--- config.mk ---
export PLATFORM = sky130hd
export DESIGN_NAME = normshift_pipe
export DESIGN_NICKNAME = d
export VERILOG_FILES = /design/src/rtl/normshift_pipe.sv
export SDC_FILE = /design/constraint.sdc
export NUM_CORES = 1
export LEC_CHECK = 0
export BUFFER_PORTS_ARGS = -buffer_cell sky130_fd_sc_hd__buf_2
export CAP_MARGIN = 20
export CORE_MARGIN = 2
export CORE_UTILIZATION = 30
export DETAILED_ROUTE_END_ITERATION = 16
export HOLD_SLACK_MARGIN = 0.1
export PLACE_DENSITY = 0.44
export SKIP_LAST_GASP = 1
export SLEW_MARGIN = 20
export SYNTH_ARGS = -nofsm -noshare
export SYNTH_HDL_FRONTEND = slang
export SYNTH_SLANG_ARGS = --single-unit
--- constraint.sdc ---
create_clock -name clk -period 7.4 [get_ports clk]
set_input_delay 0.74 -clock clk [delete_from_list [all_inputs] [get_ports clk]]
set_output_delay 0.74 -clock clk [all_outputs]
set_load 0.01 [all_outputs]
--- src/rtl/normshift_pipe.sv ---
// rtl/normshift_pipe.sv - 3-stage valid/ready normalization shifter for the FPU rounder
// Optional feature macro: NORMSHIFT_STICKY_EN (defined: STICKY from discarded bits; undefined: STICKY = 0)
module normshift_pipe #(
  parameter int FW = 57,
  parameter int EW = 13,
  parameter int OW = 128,
  parameter int XW = 11
) (
  input  logic          clk,
  input  logic          rst,
  input  logic          in_valid,
  output logic          in_ready,
  input  logic [FW-1:0] fr,
  input  logic [EW-1:0] er,
  input  logic          db,
  input  logic          OVFen,
  input  logic          UNFen,
  output logic          out_valid,
  input  logic          out_ready,
  output logic [OW-1:0] fn,
  output logic [XW-1:0] eni,
  output logic [XW-1:0] en,
  output logic          TINY,
  output logic          OVF1,
  output logic          STICKY
);
  localparam int LZW = $clog2(FW + 1);
  localparam int SW  = EW + 1;

  localparam logic signed [SW-1:0] ONE     = SW'(1);
  localparam logic signed [SW-1:0] EMIN_D  = SW'(-1022);
  localparam logic signed [SW-1:0] EMIN_S  = SW'(-126);
  localparam logic signed [SW-1:0] EMAX_D  = SW'(1023);
  localparam logic signed [SW-1:0] EMAX_S  = SW'(127);
  localparam logic signed [SW-1:0] ALPHA_D = SW'(1536);
  localparam logic signed [SW-1:0] ALPHA_S = SW'(192);
  localparam logic [SW-1:0]        OW_X    = SW'(OW);

  // pipeline occupancy and advance conditions
  logic v1, v2, v3;
  logic adv2, adv3;

  assign adv3      = !v3 || out_ready;
  assign adv2      = !v2 || adv3;
  assign in_ready  = !v1 || adv2;
  assign out_valid = v3;

  // stage 1 registers
  logic [FW-1:0]  fr1;
  logic [EW-1:0]  er1;
  logic           db1, ovfen1, unfen1;
  logic [LZW-1:0] lz1, lz_c;

  // stage 2 registers
  logic [FW-1:0]        fr2;
  logic signed [SW-1:0] sh2;

  // leading-zero count of the incoming significand; FW when it is zero
  always_comb begin
    lz_c = LZW'(FW);
    for (int i = 0; i < FW; i++) begin
      if (fr[i]) lz_c = LZW'(FW - 1 - i);
    end
  end

  // stage 1: capture operands and leading-zero count
  always_ff @(posedge clk) begin
    if (rst) begin
      v1     <= 1'b0;
      fr1    <= '0;
      er1    <= '0;
      db1    <= 1'b0;
      ovfen1 <= 1'b0;
      unfen1 <= 1'b0;
      lz1    <= '0;
    end else if (in_ready) begin
      v1 <= in_valid;
      if (in_valid) begin
        fr1    <= fr;
        er1    <= er;
        db1    <= db;
        ovfen1 <= OVFen;
        unfen1 <= UNFen;
        lz1    <= lz_c;
      end
    end
  end

  // stage 2 combinational: exponent, range flags and signed shift amount
  logic signed [SW-1:0] er_x, lz_x, e_p, emin_x, emax_x, bias_x, alpha_x, adj, ew_c, sh_c;
  logic                 nz, tiny_c, ovf_c, denorm;
  logic [XW-1:0]        eni_c, en_c;

  // denormal results keep the exponent pinned at emin, so the shift absorbs the deficit
  always_comb begin
    er_x    = {er1[EW-1], er1};
    lz_x    = {{(SW-LZW){1'b0}}, lz1};
    emin_x  = db1 ? EMIN_D : EMIN_S;
    emax_x  = db1 ? EMAX_D : EMAX_S;
    bias_x  = db1 ? EMAX_D : EMAX_S;
    alpha_x = db1 ? ALPHA_D : ALPHA_S;
    nz      = |fr1;
    e_p     = er_x + ONE - lz_x;
    tiny_c  = nz && (e_p < emin_x);
    ovf_c   = nz && (e_p > emax_x);
    denorm  = tiny_c && !unfen1;
    sh_c    = denorm ? (er_x - emin_x) : (lz_x - ONE);
    adj     = '0;
    if (ovf_c && ovfen1)      adj = -alpha_x;
    else if (tiny_c && unfen1) adj = alpha_x;
    ew_c    = e_p + bias_x + adj;
    eni_c   = ew_c[XW-1:0];
    en_c    = (!nz || denorm) ? '0 : eni_c;
  end

  logic [XW-1:0] eni2, en2;
  logic          tiny2, ovf2;

  // stage 2: register exponent results and shift amount
  always_ff @(posedge clk) begin
    if (rst) begin
      v2    <= 1'b0;
      fr2   <= '0;
      sh2   <= '0;
      eni2  <= '0;
      en2   <= '0;
      tiny2 <= 1'b0;
      ovf2  <= 1'b0;
    end else if (adv2) begin
      v2 <= v1;
      if (v1) begin
        fr2   <= fr1;
        sh2   <= sh_c;
        eni2  <= eni_c;
        en2   <= en_c;
        tiny2 <= tiny_c;
        ovf2  <= ovf_c;
      end
    end
  end

  // stage 3 combinational: bidirectional shift of the widened significand
  logic [OW-1:0] ext, fn_c;
  logic [SW-1:0] rsh;

  always_comb begin
    ext = {fr2, {(OW-FW){1'b0}}};
    rsh = -sh2;
    if (!sh2[SW-1])     fn_c = ext << sh2;
    else if (rsh >= OW_X) fn_c = '0;
    else                fn_c = ext >> rsh;
  end

`ifdef NORMSHIFT_STICKY_EN
  logic sticky_c;

  // OR of every bit that falls below bit 0 on a right shift
  always_comb begin
    if (!sh2[SW-1])       sticky_c = 1'b0;
    else if (rsh >= OW_X) sticky_c = |ext;
    else                  sticky_c = |(ext & ~({OW{1'b1}} << rsh));
  end
`else
  assign STICKY = 1'b0;
`endif

  // stage 3: output registers, held while downstream stalls
  always_ff @(posedge clk) begin
    if (rst) begin
      v3   <= 1'b0;
      fn   <= '0;
      eni  <= '0;
      en   <= '0;
      TINY <= 1'b0;
      OVF1 <= 1'b0;
`ifdef NORMSHIFT_STICKY_EN
      STICKY <= 1'b0;
`endif
    end else if (adv3) begin
      v3 <= v2;
      if (v2) begin
        fn   <= fn_c;
        eni  <= eni2;
        en   <= en2;
        TINY <= tiny2;
        OVF1 <= ovf2;
`ifdef NORMSHIFT_STICKY_EN
        STICKY <= sticky_c;
`endif
      end
    end
  end

endmodule
# ---- Word level (Yosys, flattened, before mapping)
# Index checks and enable logic that the tools add are counted.
dict set report op_classes {
  eq_ne 0
  n_reduce_logical 18
  bitwise 0
  n_addsub 8
  div 0
  muxes 66
  magnitude_cmp 3
  multipliers 0
  shift 2
}
# operator count
set op_table {}
lappend op_table {{$mux 6} 56}
lappend op_table {{$mux 128} 2}
lappend op_table {{$shl 128x14->128} 1}
lappend op_table {{$shr 128x14->128} 1}
lappend op_table {{$reduce_or 57->1} 1}
lappend op_table {{$mux 11} 4}
lappend op_table {{$add 11x11->11} 2}
lappend op_table {{$mux 10} 2}
lappend op_table {{$add 13x2->14 const B} 1}
lappend op_table {{$ge 14x8->1 const B} 1}
lappend op_table {{$gt 14x11->1} 1}
lappend op_table {{$lt 14x11->1} 1}
lappend op_table {{$mux 14} 1}
lappend op_table {{$neg 14->14} 1}
lappend op_table {{$sub 13x11->14} 1}
lappend op_table {{$sub 14x7->14} 1}
lappend op_table {{$neg 11->11} 1}
lappend op_table {{$sub 6x1->7 const B} 1}
lappend op_table {{$reduce_and 2->1} 3}
lappend op_table {{$logic_and 1x1->1} 5}
lappend op_table {{$logic_not 1->1} 5}
lappend op_table {{$logic_or 1x1->1} 4}
lappend op_table {{$mux 1} 1}
dict set report totals {
  inputBits 77
  latchBits 0
  reg_bits 329
  mem_count 0
  ramBits 0
  wordCells 117
  output_inout_bits 155
  rom_bits 0
}

# ---- Longest topological paths before layout
# Gate-level depths: netlist (run 1).
dict set report logic_depth {
  depth_word 57
  mapped_depth 29
}

# ---- Worst setup path before layout (run 1)
# Ideal clock, no wire load.
dict set report synth_path {
  path_type {reg-to-reg}
  from {reg er1[1]}
  to {reg en2[10]}
  stages_incl_launch_ff 25
  synth_period_minus_slack_ps 5370
  path_buffers 0
  slack_ps 2030
  t_arrival_ps 5269
  cell_sequence {dfxtp_1 > inv_1 > ha_1 > inv_1 > ha_1 > fa_1 > a211oi_1 > o21bai_1 > nand2_1 > xnor2_1 > ha_1 > a2111o_1 > a2111oi_1 > nand4bb_1 > nand2b_1 > fa_1 > inv_1 > ha_1 > nor2_1 > nor2_1 > o41ai_1 > o21ai_0 > xor2_1 > xnor2_1 > o41ai_1}
}
dict set report synth_via {
  elab_chain_len 9
}
# element line
set synth_rtl {}
lappend synth_rtl {{from (decl)} 50} ;# logic [EW-1:0] er1;
lappend synth_rtl {{from (signal assigned)} 80} ;# er1 <= er;
lappend synth_rtl {{$add 13x2->14 (*)} 103} ;# e_p = er_x + ONE - lz_x;
lappend synth_rtl {{$sub 14x7->14 (*)} 103}
lappend synth_rtl {{$lt 14x11->1} 104} ;# tiny_c = nz && (e_p < emin_x);
lappend synth_rtl {{$logic_and 1x1->1} 104}
lappend synth_rtl {{$logic_and 1x1->1} 110} ;# else if (tiny_c && unfen1) adj = alpha_x;
lappend synth_rtl {{$mux 11} 110}
lappend synth_rtl {{$mux 11} 109} ;# if (ovf_c && ovfen1) adj = -alpha_x;
lappend synth_rtl {{$add 11x11->11} 111} ;# ew_c = e_p + bias_x + adj;
lappend synth_rtl {{$mux 11 (*)} 113} ;# en_c = (!nz || denorm) ? '0 : eni_c;
lappend synth_rtl {{to (signal assigned)} 135} ;# en2 <= en_c;
lappend synth_rtl {{to (decl)} 116} ;# logic [XW-1:0] eni2, en2;
# Every way passes the cells marked *; elsewhere a longest branch is shown, timed or not.
# A chain may end at the register's enable or synchronous reset.

# ---- Worst setup path after layout (run 1)
# Same ends and word-level chain as after synthesis.

==> results of run 1 <==
## worst max path at each step
stage | start | to | slack [ns]
floorplan | er1[1]$_SDFFE_PP0P_ | en2[10]$_SDFFE_PP0P_ | 2.03
global placement | er1[1]$_SDFFE_PP0P_ | en2[10]$_SDFFE_PP0P_ | 1.40
detailed placement | er1[1]$_SDFFE_PP0P_ | en2[10]$_SDFFE_PP0P_ | 1.38
CTS | er1[1]$_SDFFE_PP0P_ | en2[10]$_SDFFE_PP0P_ | 1.35
global route | er1[1]$_SDFFE_PP0P_ | en2[10]$_SDFFE_PP0P_ | 0.89
finish | er1[1]$_SDFFE_PP0P_ | en2[10]$_SDFFE_PP0P_ | 1.40
## final cells by class
cell class              count  area share
multi-input cells        2330       0.581
inverters                  71      0.0102
well taps                 978      0.0468
repair buffers            277      0.0583
clock buffers              57      0.0437
flip-flops and latches    329       0.252
clock inverters            13     0.00822
## synth_stat cells (all sizes together) (11+ instances only)
cell | instances | area share
a211oi | 44 | 0.015
a21o | 14 | 0.0046
a21oi | 342 | 0.075
a221oi | 29 | 0.011
a22oi | 47 | 0.015
a31oi | 21 | 0.0057
and2 | 18 | 0.0049
and3 | 12 | 0.0033
buf | 77 | 0.016
clkbuf | 168 | 0.028
dfxtp | 329 | 0.29
ha | 52 | 0.028
inv | 69 | 0.011
mux2 | 34 | 0.017
mux2i | 106 | 0.046
mux4 | 110 | 0.11
nand2 | 604 | 0.099
nand2b | 17 | 0.0046
nand3 | 50 | 0.011
nand3b | 11 | 0.0036
nand4 | 15 | 0.0041
nor2 | 260 | 0.043
nor3 | 120 | 0.028
nor4 | 33 | 0.010
o211ai | 22 | 0.0072
o21a | 11 | 0.0036
o21ai | 145 | 0.032
o221ai | 12 | 0.0046
o22ai | 29 | 0.0079
o31ai | 19 | 0.0062
xnor2 | 27 | 0.010
xor2 | 11 | 0.0042
## worst max-delay path, delay by kind of cell, from the launching register on
family	cells	cell delay, ns
simple gates	5	0.71
xor+xnor	3	0.58
flops	1	0.37
buf+inv	3	0.20
fa+ha+maj	6	2.02
compound gates	7	2.03
## registers in the layout, summed over array words and instances, names as in the netlist, 6 cells and up
name	count
fr2	57
eni	11
eni2	11
sh2	14
lz1	6
fr1	57
fn	128
en	11
er1	13
en2	11
## metal layers
layer	routed length (µm)	vias to the layer above	share of wire
met5	0	-	0
met4	5650	0	0.056
li1	-	10891	-
met1	43000	11347	0.43
met3	6180	197	0.062
met2	45200	1058	0.45
## power breakdown
group	switching [µW]	total [µW]	internal, µW
Sequential	93.1	1940	1850
Combinational	1140	1710	573
Clock	833	2030	1190
Total	2070	5680	3610
## through the flow
| stage | util | total power [µW] | cells | cell area, µm² |
|---|---|---|---|---|
| 2_1_floorplan | - | 3130 | 2975 | 22900 |
| 3_3_place_gp | 0.327 | 3660 | 3985 | 24800 |
| 3_5_place_dp | 0.327 | 3660 | 3985 | 24800 |
| 4_1_cts | 0.345 | 5700 | 4055 | 26200 |
| 5_1_grt | 0.345 | 5950 | 4055 | 26200 |
| 6_report | 0.345 | 5680 | 4055 | 26200 |
## cells by family after synthesis
kind of cell / after synthesis / share of synthesized area
and+or+nand+nor: 1179 / 0.224
muxes: 250 / 0.171
xor gates and xnor gates: 38 / 0.0145
adders and majority gates: 57 / 0.0328
AOI/OAI and AO/OA: 805 / 0.215
DFF: 329 / 0.288
buffers and inverters: 316 / 0.0552
other: 1 / 0.000164
==> metrics.txt, run 1 <==
post-cts resize count 0; Final Hold Slack 0.396 ns; Syn. warnings 0; share of layout cells above drive strength 1 0.171; Rows 101; hold depth 3; gr busiest metal met2; Fill cells 8,152; Leak 0.00964 µW; Max stage delay on crit path 0.53 ns; Max Slew Vio Count 0; global route total overflow 0; MaxCap Viol Count 0; EDFF count, synth 0; CP Launch Type flop; post-detailed-routing wire length 100 mm; VDD IR-drop max 0.156 mV; skew final 0.0318 ns; CP Data Arrival Time 6.48 ns; first-pass GRT wire length 148 mm; Syn Nets 3,109; Hold Path End fr1[8]$_SDFFE_PP0P_; met3 Track Usage GR 0.0288; syn_area_per_cell 7.70 µm²; Rel. slew slack 0.169; vias in the first global route 22,283; Die W 280 µm; Clock Latency Late Sink 0.60 ns; most frequent cells in the layout 601 x nand2_1, 342 x a21oi_1, 326 x dfxtp_1; period utilization 0.810; GPL Wtd Cong 0.976; Worst Reg-to-Reg Cells 24; Setup-failing EPs final 0; clock-pin slew on the worst setup and hold paths 0.06 ns; Post-CTS Setup Bufs 0; Core ar. 0.0758 mm²; area grow syn2layout 14.2%; DRT Pass-1 Iters 6; sequential share of the synthesized area 0.288; power per cell area 217 mW/mm²; hold path startpoint fr[8]; Max Root-Sink Buffers 3; met2 Track Usage GR 0.392; hpwl dp 75.7 mm; PnR worst setup slack 1.40 ns; Antenna Cells 0; largest net degree at the start of global routing 184; crit-path max FO 4; main flop type after synthesis dfxtp_1; initial antenna violation count 1; setup_tns 0 ns; clk sinks 329; initial drt markers 2,582; Port-buffer cells 230; cell area after synthesis 0.0229 mm²; crit-path most repeated cell ha_1; CTS tree built; Multi-input gate area 0.0152 mm²; pre-CTS WS 1.38 ns; DRC 0; FFs w/ async S/R, synth 0; via count 23,493; post-layout minimum cycle time 6.00 ns; commonest non-fill, non-tap cell in the layout nand2_1; Worst setup EP type flop; Fin. Hold Viols 0; drt wl/cell 24.7 µm; Critical Path, Cell by Cell inv_1 -> ha_1 -> inv_1 -> ha_1 -> fa_1 -> a211oi_1 -> o21bai_1 -> nand2_1 -> xnor2_1 -> ha_1 -> a2111o_1 -> a2111oi_1 -> nand4bb_1 -> nand2b_1 -> fa_1 -> inv_1 -> ha_1 -> nor2_1 -> nor2_1 -> o41ai_1 -> o21ai_0 -> xor2_1 -> xnor2_1 -> o41ai_1; Final ANT Viol Nets 0; r2r endpoint en2[10]$_SDFFE_PP0P_; actual slew at the worst max-slew pin 1.24 ns; Cells after Synth 2,975; reg-to-reg slack, setup 1.40 ns; fmax 167 MHz; die area 0.0786 mm²; fin nets 3,182; Netlist cell types 86; CTS buffer count 39; via-per-instance ratio 5.79; RSZ-0062 raised after global routing false; Worst path slowest cell a2111oi_1; Reg-to-Reg Start er1[1]$_SDFFE_PP0P_; M1 GR Usage 0.334; critical path class reg -> reg; #FFs+latches synth 329; root buf cell clkbuf_16; All-Layer GR Usage 0.249; worst endpoint required time 7.88 ns; # H-tree levels 2; HP Class in -> reg; initial core utilization 0.302; I/O Pins 232; register area 0.00659 mm²; outcome complete, no violations; hold_buf cts 0; Die Height 280 µm
Power figures use the tool's default switching activity.
==> run 2: changes to the inputs <==
ABC_AREA = 1   (was not set)
clock period = 6 ns   (was 7.4 ns; I/O delays follow)
==> run 2 against run 1 <==
Net effect:
- final cell count rose by 15%
- non-clock buffer count rose by 5
- clock-buffer cell count rose by 3
- final area fell by 2.4%
- critical path type unchanged
- largest power group is now combinational logic
==> metrics.txt, run 2 <==
Util after Layout 0.349; I/O Pins 232; first-pass GRT wire length 140 mm; Fin. Hold Viols 0; global route total overflow 0; Logic pwr share 0.352; Seq pwr share 0.315; worst endpoint required time 6.43 ns; post-detailed-routing wire length 92.1 mm; Synth area leader dfxtp_1; Fill cells 8,350; #FFs+latches synth 329; via count 23,744; Cells after Synth 3,617; CTS buffer count 41; Port-buffer cells 230; area grow syn2layout 14.7%; vias in the first global route 22,781; share of layout cells above drive strength 1 0.121; Reg-to-Reg Start er1[1]$_SDFFE_PP0P_; DRT Pass-1 Iters 5; crit-path max FO 4; reg-to-reg slack, setup 0.42 ns; setup_tns 0 ns; largest cells by area after synthesis dfxtp_1 30%, nand2_1 15%, o21ai_0 11%; EDFF count, synth 0; root buf cell clkbuf_16; initial antenna violation count 0; Setup-failing EPs final 0; Worst path slowest cell fa_2; actual slew at the worst max-slew pin 1.06 ns; CP Launch Type flop; Max stage delay on crit path 0.37 ns; Clock Latency Late Sink 0.58 ns; Int Power 4580 µW; Switch Pwr 3030 µW; Final ANT Viol Nets 0; register area 0.00659 mm²; initial drt markers 2,194; VDD IR-drop max 0.177 mV; syn_area_per_cell 6.15 µm²; Syn. warnings 0; Multi-input gate area 0.0135 mm²; die area 0.0764 mm²; fin nets 3,816; area fraction of the dominant cell type after synthesis 0.296; period utilization 0.929; most common cell in the netlist nand2_1; Rows 99; Max Slew Vio Count 0; skew final 0.0224 ns; hpwl dp 71.0 mm; most frequent cells in the layout 869 x nand2_1, 490 x o21ai_0, 327 x dfxtp_1; Clock Power Share 0.332; commonest non-fill, non-tap cell in the layout nand2_1; All-Layer GR Usage 0.235; MaxCap Viol Count 0; drt wl/cell 19.7 µm; DRC 0; hold_buf cts 0; RSZ-0062 raised after global routing false; via-per-instance ratio 5.08; crit-path most repeated cell inv_1; outcome complete, no violations; Worst setup EP type flop; HP Class in -> reg; Antenna Cells 0; Switching Fraction 0.398; fmax 179 MHz; critical path class reg -> reg; Die W 276 µm; largest reg by FF count fn; Critical Path Start er1[1]$_SDFFE_PP0P_; Max Root-Sink Buffers 3; clock-pin slew on the worst setup and hold paths 0.05 ns; power per cell area 298 mW/mm²; Rel. slew slack 0.291; FFs w/ async S/R, synth 0; main flop type after synthesis dfxtp_1; Leak 0.0107 µW; Syn Nets 3,751; hold path startpoint OVFen; CP Data Arrival Time 6.01 ns; Core ar. 0.0732 mm²; clk sinks 329; biggest regs fn (128), fr1 (57), fr2 (57); GPL Wtd Cong 0.958; cell area after synthesis 0.0223 mm²; largest net degree at the start of global routing 143; # H-tree levels 2; Synth top cells by count 873 x nand2_1, 493 x o21ai_0, 329 x dfxtp_1; sequential share of the synthesized area 0.296; Netlist cell types 59; initial core utilization 0.304; Die Height 276 µm; post-layout minimum cycle time 5.58 ns; CTS tree built; max FFs per register 128
-- run 2: metrics by stage --
stage	power, µW	worst slack [ns]	hold WS, ns	cells	instance area (µm²)
finish	7610	0.424	0.295	4671	25500
global route	8060	0.000512	0.295	4671	25500
CTS	7600	0.132	0.262	4666	25400
detailed placement	5040	0.153	0.454	4593	24000
global placement	5050	0.160	0.453	4593	24000
floorplan	4170	0.682	0.442	3617	22300
-- run 2: path summary, 6_finish.rpt --
check                                              to  cells after the start
worst min-delay path              ovfen1$_SDFFE_PP0P_                      3
worst min register to register     fn[0]$_SDFFE_PP0P_                      2
worst max-delay path            eni2[10]$_SDFFE_PP0P_                     34
worst max register to register  eni2[10]$_SDFFE_PP0P_                     34
-- run 2: kinds of logic after synthesis --
kind of cell | count (synthesis) | synth area share
AOI/OAI and AO/OA | 1191 | 0.288
xor gates and xnor gates | 31 | 0.0122
adders and majority gates | 57 | 0.0337
buffers and inverters | 608 | 0.106
DFF | 329 | 0.296
muxes | 51 | 0.0229
other | 1 | 0.000168
and+or+nand+nor | 1349 | 0.242
-- run 2: cell type report --
cell class              count  area share
inverters                 348      0.0514
well taps                 959      0.0470
flip-flops and latches    329       0.258
multi-input cells        2680       0.528
clock inverters            13     0.00529
repair buffers            282      0.0619
clock buffers              60      0.0485
-- run 2: layer usage --
metal / GRT usage / wire length (µm) / vias to the layer above
met5: 0 / 0 / -
met4: 0.113 / 4650 / 0
met3: 0.0243 / 3840 / 158
met2: 0.380 / 41200 / 604
met1: 0.314 / 42400 / 10874
li1: - / - / 12108
-- run 2: timing repair --
item,in CTS,in global routing
buffers inserted,0,5
gates resized for setup,0,15
setup endpoints to repair,0,2
-- run 2: power groups by stage --
stage | combinational, µW | sequential [µW] | clock (µW)
final | 2680 | 2400 | 2530
after detailed placement | 2590 | 2450 | 0
after global placement | 2610 | 2440 | 0
after CTS | 2600 | 2400 | 2600
after floorplan | 1740 | 2420 | 0
after global routing | 2960 | 2410 | 2690
-- run 2: worst max-delay path: cells and delay by family (launching register included) --
| family | cells | cell delay (ns) |
|---|---|---|
| simple gates | 9 | 1.33 |
| compound gates | 10 | 1.42 |
| flops | 1 | 0.30 |
| buf+inv | 6 | 0.39 |
| fa+ha+maj | 6 | 1.61 |
| xor+xnor | 3 | 0.41 |
==> run 3: changes to the inputs <==
REMOVE_ABC_BUFFERS = 1   (was not set)
==> run 3 against run 2 <==
Net effect:
- largest power group is now clock
- clock skew increased by 0.00063 ns
- highest routed layer unchanged
- clock power increased by 4%
- sequential cell count unchanged
- die area unchanged
- final area increased by 0.41%
- routed wire length decreased by 4.7%
==> metrics.txt, run 3 (synthesized netlist as in run 2, its figures left out) <==
hpwl dp 67.0 mm; Rel. slew slack 0.333; largest net degree at the start of global routing 106; Max Root-Sink Buffers 3; Finished Cell Area 0.0256 mm²; Max stage delay on crit path 0.51 ns; drt wl/cell 18.8 µm; MaxCap Viol Count 0; Core ar. 0.0732 mm²; post-layout minimum cycle time 5.55 ns; global route total overflow 0; CP Data Arrival Time 5.97 ns; CP Launch Type flop; CP bufs+invs 6; Setup-failing EPs final 0; I/O Pins 232; crit-path max FO 5; outcome complete, no violations; DRC 0; Final Hold Slack 0.291 ns; fin nets 3,817; post-detailed-routing wire length 87.8 mm; Worst path slowest cell fa_1; Die Height 276 µm; worst endpoint required time 6.42 ns; skew final 0.0231 ns; Fill cells 8,342; first-pass GRT wire length 136 mm; Max Slew Vio Count 0; root buf cell clkbuf_16; CTS tree built; share of layout cells above drive strength 1 0.124; Non-Filler Instances 4,674; biggest regs fn (128), fr1 (57), fr2 (57); die area 0.0764 mm²; period utilization 0.925; max FFs per register 128; Final ANT Viol Nets 0; area grow syn2layout 15.2%; VDD IR-drop max 0.188 mV; initial core utilization 0.304; setup_tns 0 ns; Post-Place Cell Area 0.0240 mm²; Die W 276 µm; commonest non-fill, non-tap cell in the layout nand2_1; initial antenna violation count 0; placed cells 4,596; via count 23,448; Worst setup EP type flop; All-Layer GR Usage 0.224; Port-buffer cells 230; Worst path top cell family by delay adder cells; most frequent cells in the layout 868 x nand2_1, 490 x o21ai_0, 327 x dfxtp_1; power per cell area 297 mW/mm²; reg-to-reg slack, setup 0.45 ns; via-per-instance ratio 5.02; Rows 99; largest reg by FF count fn; critical path class reg -> reg; actual slew at the worst max-slew pin 0.997 ns; Clock Latency Late Sink 0.58 ns; Fin. Hold Viols 0; # H-tree levels 2; hold_buf cts 0; clk sinks 329; DRT Pass-1 Iters 6; vias in the first global route 22,179; Antenna Cells 0; GPL Wtd Cong 0.946; HP Class in -> reg; clock-pin slew on the worst setup and hold paths 0.06 ns; initial drt markers 1,938; Leak 0.0107 µW; CTS buffer count 41; fmax 180 MHz
[run 3: cell count changes in the layout (fill, tap and decap cells not counted), sizes merged]
cell	delta
clkinv	-4
buf	+1
clkbuf	-2
bufinv	+3
clkinvlp	+3
inv	+2
[run 3: power by group]
group          switching (µW)  internal (µW)  total [µW]
sequential               86.7           2310        2400
combinational            1800            763        2560
clock                    1030           1620        2640
[run 3: stage by stage]
stage          setup slack, ns  total power [µW]   util
3_3_place_gp             0.133              4900  0.328
4_1_cts                 0.0475              7580  0.348
2_1_floorplan            -4.22              4080      -
3_5_place_dp            0.0919              4900  0.328
5_1_grt               -0.00134              8090  0.350
6_report                 0.449              7600  0.350
[run 3: repair_timing]
| action | CTS | global route |
|---|---|---|
| buffers inserted | 0 | 3 |
| endpoints found under the setup margin | 0 | 3 |
| gates resized for setup | 0 | 30 |
[run 3: final cells by class]
class                   count  area, µm²  area share
clock inverters            17        245     0.00957
inverters                 348       1310      0.0512
repair buffers            283       1580      0.0615
flip-flops and latches    329       6590       0.257
clock buffers              58       1200      0.0468
well taps                 959       1200      0.0468
multi-input cells        2680      13500       0.527
[run 3: worst reg2reg max path: cells and delay by family, from the launching register on]
family                   cells  cell delay (ns)
adder cells (fa/ha/maj)      6             1.83
buffers and inverters        6             0.34
AO/OA/AOI/OAI               11             1.40
XOR/XNOR                     3             0.51
AND/OR/NAND/NOR              9             1.01
flip-flops                   1             0.30
[run 3: path summary, 6_finish.rpt]
check | cells after the start | endpoint | from
worst max-delay path | 35 | en2[10]$_SDFFE_PP0P_ | er1[1]$_SDFFE_PP0P_
worst min-delay path | 3 | fr1[48]$_SDFFE_PP0P_ | fr[48]
worst max register to register | 35 | en2[10]$_SDFFE_PP0P_ | er1[1]$_SDFFE_PP0P_
worst min register to register | 2 | fn[23]$_SDFFE_PP0P_ | fn[23]$_SDFFE_PP0P_
[run 3: layer usage]
metal / GRT usage / share of wire
met2: 0.358 / 0.44
met3: 0.0265 / 0.040
met4: 0.0521 / 0.021
met1: 0.321 / 0.50
met5: 0 / 0
